$ cat src/rtl/midi_tx.sv
// rtl/midi_tx.sv - MIDI serial transmitter with holding register; optional irq via MIDI_TX_IRQ_EN
module midi_tx #(
    parameter int CLK_DIV = 32
) (
    input  logic       clock,
    input  logic       reset,
    input  logic       enable,
    input  logic [7:0] d,
    output logic       txd,
    output logic       tdre,
    output logic       busy,
    output logic       ovr,
    output logic       irq
);

    localparam int CW = (CLK_DIV > 2) ? $clog2(CLK_DIV) : 1;
    localparam logic [CW-1:0] BAUD_LAST = CW'(CLK_DIV - 1);

    localparam logic [1:0] IDLE  = 2'd0;
    localparam logic [1:0] START = 2'd1;
    localparam logic [1:0] DATA  = 2'd2;
    localparam logic [1:0] STOP  = 2'd3;

    logic [1:0]    state;
    logic [CW-1:0] baud_cnt;
    logic [2:0]    bit_cnt;
    logic [7:0]    shifter;
    logic [7:0]    hold;
    logic          hold_full;
    logic          bit_end;
    logic          load_shifter;

    assign bit_end = (baud_cnt == BAUD_LAST);
    // The holding register drains either from idle or exactly at the end of a stop bit,
    // so back-to-back frames have no idle gap between them.
    assign load_shifter = hold_full && ((state == IDLE) || ((state == STOP) && bit_end));

    assign tdre = ~hold_full;
    assign busy = (state != IDLE);

    // Holding register: accepts a write only while empty; a write while full is dropped and flagged
    always_ff @(posedge clock) begin
        if (reset) begin
            hold      <= 8'h00;
            hold_full <= 1'b0;
            ovr       <= 1'b0;
        end else begin
            if (load_shifter) begin
                hold_full <= 1'b0;
            end
            if (enable) begin
                if (hold_full) begin
                    ovr <= 1'b1;
                end else begin
                    hold      <= d;
                    hold_full <= 1'b1;
                end
            end
        end
    end

    // Frame sequencer: baud counter, bit counter, shifter and registered line output
    always_ff @(posedge clock) begin
        if (reset) begin
            state    <= IDLE;
            baud_cnt <= '0;
            bit_cnt  <= 3'd0;
            shifter  <= 8'h00;
            txd      <= 1'b1;
        end else begin
            case (state)
                IDLE: begin
                    baud_cnt <= '0;
                    if (load_shifter) begin
                        state   <= START;
                        shifter <= hold;
                        txd     <= 1'b0;
                    end
                end
                START: begin
                    if (bit_end) begin
                        baud_cnt <= '0;
                        state    <= DATA;
                        txd      <= shifter[0];
                        shifter  <= {1'b0, shifter[7:1]};
                    end else begin
                        baud_cnt <= baud_cnt + CW'(1);
                    end
                end
                DATA: begin
                    if (bit_end) begin
                        baud_cnt <= '0;
                        bit_cnt  <= bit_cnt + 3'd1;
                        if (bit_cnt == 3'd7) begin
                            state <= STOP;
                            txd   <= 1'b1;
                        end else begin
                            txd     <= shifter[0];
                            shifter <= {1'b0, shifter[7:1]};
                        end
                    end else begin
                        baud_cnt <= baud_cnt + CW'(1);
                    end
                end
                STOP: begin
                    if (bit_end) begin
                        baud_cnt <= '0;
                        if (load_shifter) begin
                            state   <= START;
                            shifter <= hold;
                            txd     <= 1'b0;
                        end else begin
                            state <= IDLE;
                        end
                    end else begin
                        baud_cnt <= baud_cnt + CW'(1);
                    end
                end
                default: begin
                    state    <= IDLE;
                    baud_cnt <= '0;
                    txd      <= 1'b1;
                end
            endcase
        end
    end

`ifdef MIDI_TX_IRQ_EN
    logic irq_q;
    // Interrupt follows tdre one cycle late
    always_ff @(posedge clock) begin
        if (reset) begin
            irq_q <= 1'b0;
        end else begin
            irq_q <= tdre;
        end
    end
    assign irq = irq_q;
`else
    assign irq = 1'b0;
`endif

endmodule
$ cat config.mk
export PLATFORM = sky130hd
export DESIGN_NAME = midi_tx
export DESIGN_NICKNAME = d
export VERILOG_FILES = /design/src/rtl/midi_tx.sv
export SDC_FILE = /design/constraint.sdc
export NUM_CORES = 1
export LEC_CHECK = 0
export BUFFER_PORTS_ARGS = -buffer_cell sky130_fd_sc_hd__buf_2
export CAP_MARGIN = 10
export CORE_MARGIN = 3
export CORE_UTILIZATION = 51
export CTS_CLUSTER_DIAMETER = 80
export DETAILED_ROUTE_END_ITERATION = 6
export PLACE_DENSITY = 0.74
export SLEW_MARGIN = 0
export SYNTH_ARGS = -nofsm -noshare
export SYNTH_HDL_FRONTEND = slang
export SYNTH_SLANG_ARGS = --single-unit
export TNS_END_PERCENT = 1
$ cat constraint.sdc
create_clock -name clock -period 1.8 [get_ports clock]
set_input_delay 0.36 -clock clock [delete_from_list [all_inputs] [get_ports clock]]
set_output_delay 0.36 -clock clock [all_outputs]
set_load 0.05 [all_outputs]
== Yosys cells after proc, flatten, opt, wreduce, memory -nomap -nowiden ==
Cells that the tools add are included.

* $lt $le $gt $ge: 0
* Equal/unequal tests: 11
* Bitwise operators: 1
* Divide/modulo/power cells: 0
* Multiplexer cells: 24
* $add $sub $neg: 2
* Reduce and logical (&&, ||, !) cells: 12
* Shift operators: 0
* $mul: 0

{| class="wikitable"
|+ Operator list
! operator !! number
|-
| 8-bit 2-to-1 mux || 5
|-
| 8-bit case mux with 4 select lines || 1
|-
| 2-bit inequality test, second input constant || 6
|-
| 2-bit 2-to-1 mux || 5
|-
| 5-bit case mux with 2 select lines || 1
|-
| 1-bit 2-to-1 mux || 9
|-
| 2-bit case mux with 4 select lines || 1
|-
| 2-bit AND reduction || 3
|-
| 5-bit by 1-bit adder with 5-bit output, second input constant || 1
|-
| 5-bit == test, second input constant || 1
|-
| 5-bit 2-to-1 mux || 1
|-
| 5-bit AND reduction || 1
|-
| 2-bit == test, second input constant || 2
|-
| 1-bit case mux with 4 select lines || 1
|-
| 4-bit AND reduction || 1
|-
| 3-bit by 1-bit adder with 3-bit output, second input constant || 1
|-
| 3-bit == test, second input constant || 1
|-
| 3-bit AND reduction || 1
|-
| 3-bit OR reduction || 1
|-
| 2-bit by 1-bit == test with 1-bit output, second input constant || 1
|-
| 1-bit logical AND || 2
|-
| 2-bit zero test || 1
|-
| 2-bit nonzero test || 1
|-
| 1-bit logical OR || 1
|-
| 1-bit inverter || 1
|}

* Memories: 0
* RAM bits: 0
* Bits in registers: 29
* Bits in latches: 0
* Output and inout port bits: 5
* Word-level logic and storage cells: 58
* ROM bits: 0
* Input bits: 11

== Longest topological paths before layout ==
* Word-level depth: 7
* Mapped depth: 8
* Depth with buffers taken out: 7

== Least setup slack after synthesis ==
No wires, ideal clock.

* Kind: flip-flop to flip-flop
* Start: reg baud_cnt[0]
* End: reg shifter[6]
* Arrival: 1.703 ns
* Period minus slack after synthesis: 1.833 ns
* Buffers on the path: 1
* Path slack: -0.033 ns
* Setup time: 0.130 ns
* Cell stages (with the launch flop): 9
* Data required time: 1.670 ns
* Cell sequence: dfxtp_1 ha_1 and3_1 ha_1 buf_4 nor2b_1 a21oi_2 a211o_1 o211ai_1

* Cells in the longest elaborated chain, start to end: 7
* Elaborated cells on any way between the ends: 11
* Classes of those cells: eq/ne (4); mux (3); reduce/logical (4)

{| class="wikitable"
|+ Ends and longest elaborated chain
! what !! line !! text
|-
| from (decl) || 25 || <nowiki>logic [CW-1:0] baud_cnt;</nowiki>
|-
| from (signal assigned) || 87 || <nowiki>baud_cnt <= baud_cnt + CW'(1);</nowiki>
|-
| from (signal assigned) || 102 || <nowiki>baud_cnt <= baud_cnt + CW'(1);</nowiki>
|-
| from (signal assigned) || 116 || <nowiki>baud_cnt <= baud_cnt + CW'(1);</nowiki>
|-
| 5-bit == test * || 33 || <nowiki>assign bit_end = (baud_cnt == BAUD_LAST);</nowiki>
|-
| 1-bit logical AND || 36 || <nowiki>assign load_shifter = hold_full && ((state == IDLE) || ((state == STOP) && bit_end));</nowiki>
|-
| 1-bit logical OR || 36 ||
|-
| 1-bit logical AND || 36 ||
|-
| 8-bit 2-to-1 mux (2 in a row) || -- ||
|-
| 8-bit case mux with 4 select lines || -- ||
|-
| to (signal assigned) || 76 || <nowiki>shifter <= hold;</nowiki>
|-
| to (signal assigned) || 85 || <nowiki>shifter <= {1'b0, shifter[7:1]};</nowiki>
|-
| to (signal assigned) || 99 || <nowiki>shifter <= {1'b0, shifter[7:1]};</nowiki>
|-
| to (decl) || 27 || <nowiki>logic [7:0] shifter;</nowiki>
|}

Every way passes the cells marked *; elsewhere a longest branch is shown, timed or not. The select of a mux whose other input is x is not followed.
A chain may end at the register's enable or synchronous reset.

== Worst setup path after layout ==
* Start: reg baud_cnt[0]
* End: reg shifter[4]

Same word-level chain as after synthesis.

==> results.json <==
{
  "crit_required_ps": 2060,
  "cts_sinks": 29,
  "grt.total_usage": 0.208,
  "first_global_vias": 1276,
  "crit_type": "flop to flop",
  "cts_buffer_depth": 2,
  "drive_above_1_share": 0.256,
  "skew_ps": 7.25,
  "status": "complete, but fails checks",
  "cts-root-buf": "clkbuf_4",
  "drcViolationCount": 0,
  "syn_to_final_growth_pct": 21.1,
  "vias_per_cell": 5.59,
  "max_freq_mhz": 551,
  "dp_slack_ps": -102,
  "fin_area_um2": 1770,
  "critical_path.endpoint_type": "flop",
  "ys_types": 39,
  "synth.avg_cell_area_um2": 8.09,
  "synth_seq_area_share": 0.396,
  "drv_slew": 0,
  "fin_hold_ws_ps": 267,
  "num_vias": 1324,
  "synth_async_sr_flop_share": 0,
  "grt_antenna_before_repair": 0,
  "synth-seq-cells": 29,
  "syn_inst": 181,
  "wl_mm": 3.19,
  "cts-buffers-inserted": 5,
  "ir_worst_vdd_mv": 1.06,
  "yosys_warnings": 0,
  "max_cap_viol_count": 0,
  "placed_area_um2": 1610,
  "cts_tree": "built",
  "place_inst": 227,
  "die_w_um": 59.6,
  "dr.pass1.iters": 4,
  "finalWorstSetupSlack_ps": -13.4,
  "worst-path-max-fanout": 5,
  "ioPinCount": 16,
  "nets": 226,
  "syn-num-nets": 201,
  "wl_per_cell_um": 13.5,
  "startpoint_type": "flop",
  "path_clk_slew_ps": 90,
  "hold_viol": 0,
  "synth_top_area_cell": "dfxtp_1",
  "grt_overflow": 0,
  "diodes": 0,
  "grt_first_pass_wirelength_mm": 5.53,
  "synth_top_cells_by_count": "29 x dfxtp_1, 23 x nand2_1, 21 x nor2_1",
  "start_util": 0.561,
  "hold_path.class": "input pin to flop",
  "finalWeightedCongestion": 0.826,
  "worst_pin_slew_ps": 538,
  "p_per_area_nw_per_um2": 1400,
  "synth-edff-count": 0,
  "p_leak_nw": 0.732,
  "synth-main-ff-cell": "dfxtp_1",
  "netlist_top_cells_area": "dfxtp_1 40%, ha_1 7.7%, nand2_1 5.9%",
  "slew_headroom": 0.641,
  "die_y_um": 59.6,
  "final_antenna_net_count": 0,
  "rsz0062_at_grt": "yes",
  "p_total_mw": 2.48,
  "coreArea_um2": 2610,
  "final.setup.tns_ps": -13.4,
  "fin_crit_sh": 1.01,
  "hold_buffers": 0,
  "drtIter0Drc": 48,
  "grt_max_degree": 28,
  "post-route-util": 0.679,
  "violations": "setup timing",
  "stdcell_count": 237,
  "synth_top_area_share": 0.396,
  "cp_data_arrival_time_ps": 2070,
  "clock_latency_ps": 330,
  "yosysMostFrequentCell": "dfxtp_1",
  "setup_violations": 1,
  "cts_max_level": 2,
  "post-route-min-period_ps": 1810,
  "dp_hpwl_mm": 2.26,
  "rows": 18,
  "dieArea_um2": 3550,
  "numPortBuffers": 14,
  "synth_area_um2": 1470
}
-- final timing paths --
path	from	to	slack (ps)	cells past startpoint
setup / recovery	baud_cnt[0]$_SDFF_PP0_	shifter[4]$_SDFFE_PP0P_	-10	9
hold / removal	d[1]	hold[1]$_SDFFE_PP0P_	270	3
setup reg to reg	baud_cnt[0]$_SDFF_PP0_	shifter[4]$_SDFFE_PP0P_	-10	9
hold reg to reg	hold[7]$_SDFFE_PP0P_	hold[7]$_SDFFE_PP0P_	460	2
-- repair_timing --
action / in CTS / in global routing
pin swaps: 3 / 2
gates resized for setup: 9 / 7
buffers inserted: 2 / 0
endpoints found under the setup margin: 8 / 12
-- area by class of cell --
| class | instances | area (um^2) |
|---|---|---|
| Tap cell | 30 | 37.5 |
| Timing Repair Buffer | 29 | 185 |
| Sequential cell | 29 | 584 |
| Multi-Input combinational cell | 128 | 848 |
| Inverter | 13 | 48.8 |
| Clock inverter | 1 | 5.00 |
| Fill cell | 223 | 838 |
| Clock buffer | 7 | 65.1 |
-- power breakdown --
part,internal [mW],leakage [nW],total [mW],switching [mW]
sequential,0.742,0.238,0.817,0.0756
combinational,0.529,0.453,1.21,0.685
clock,0.226,0.0413,0.444,0.218
total,1.50,0.732,2.48,0.979
-- cells in the final DEF, fill, tap and decap left out, types with 2 or more instances in the layout --
cell type   n
dfxtp_1    26
nand2_1    23
nor2_1     21
buf_4      16
inv_1      13
buf_2      13
a21oi_1    12
o21ai_0     9
o22ai_1     8
a32oi_1     7
ha_1        7
nand3_1     5
clkbuf_4    5
dfxtp_2     3
o21ai_1     2
nor2b_1     2
xor2_1      2
and2_1      2
o21bai_1    2
ha_4        2
clkbuf_8    2
-- critical path, stage by stage, from the launching register on --
cell      delay [ps]
dfxtp_2          340
ha_4             160
and3_4           180
ha_4             160
buf_4            130
o21bai_4         160
a21oi_2          250
buf_4            190
o21bai_1          80
o22ai_1          100
-- routing by layer --
layer  routed length (um)  track usage  vias to the layer above
met2                 1580        0.354                       29
met5                    0            0                        -
met3                  148       0.0675                        6
li1                     -            -                      680
met4                   42       0.0759                        0
met1                 1420        0.241                      609
-- logic make-up (layout without fill, tap and decap cells) --
family / after synthesis / after routing / share of synthesized area
buffers and inverters: 24 / 50 / 0.0743
and+or+nand+nor: 62 / 62 / 0.191
AOI/OAI and AO/OA: 52 / 52 / 0.234
DFF: 29 / 29 / 0.396
adders and majority gates: 9 / 9 / 0.0769
xor gates and xnor gates: 3 / 3 / 0.0179
other: 1 / 1 / 0.00256
muxes: 1 / 1 / 0.00683
-- flip-flops by register name (all words and copies together), names as in the netlist --
register / count
hold: 8
shifter: 8
baud_cnt: 5
bit_cnt: 3
state: 2
hold_full: 1
ovr: 1
txd: 1
No activity file was read; power rests on OpenSTA's default activity.
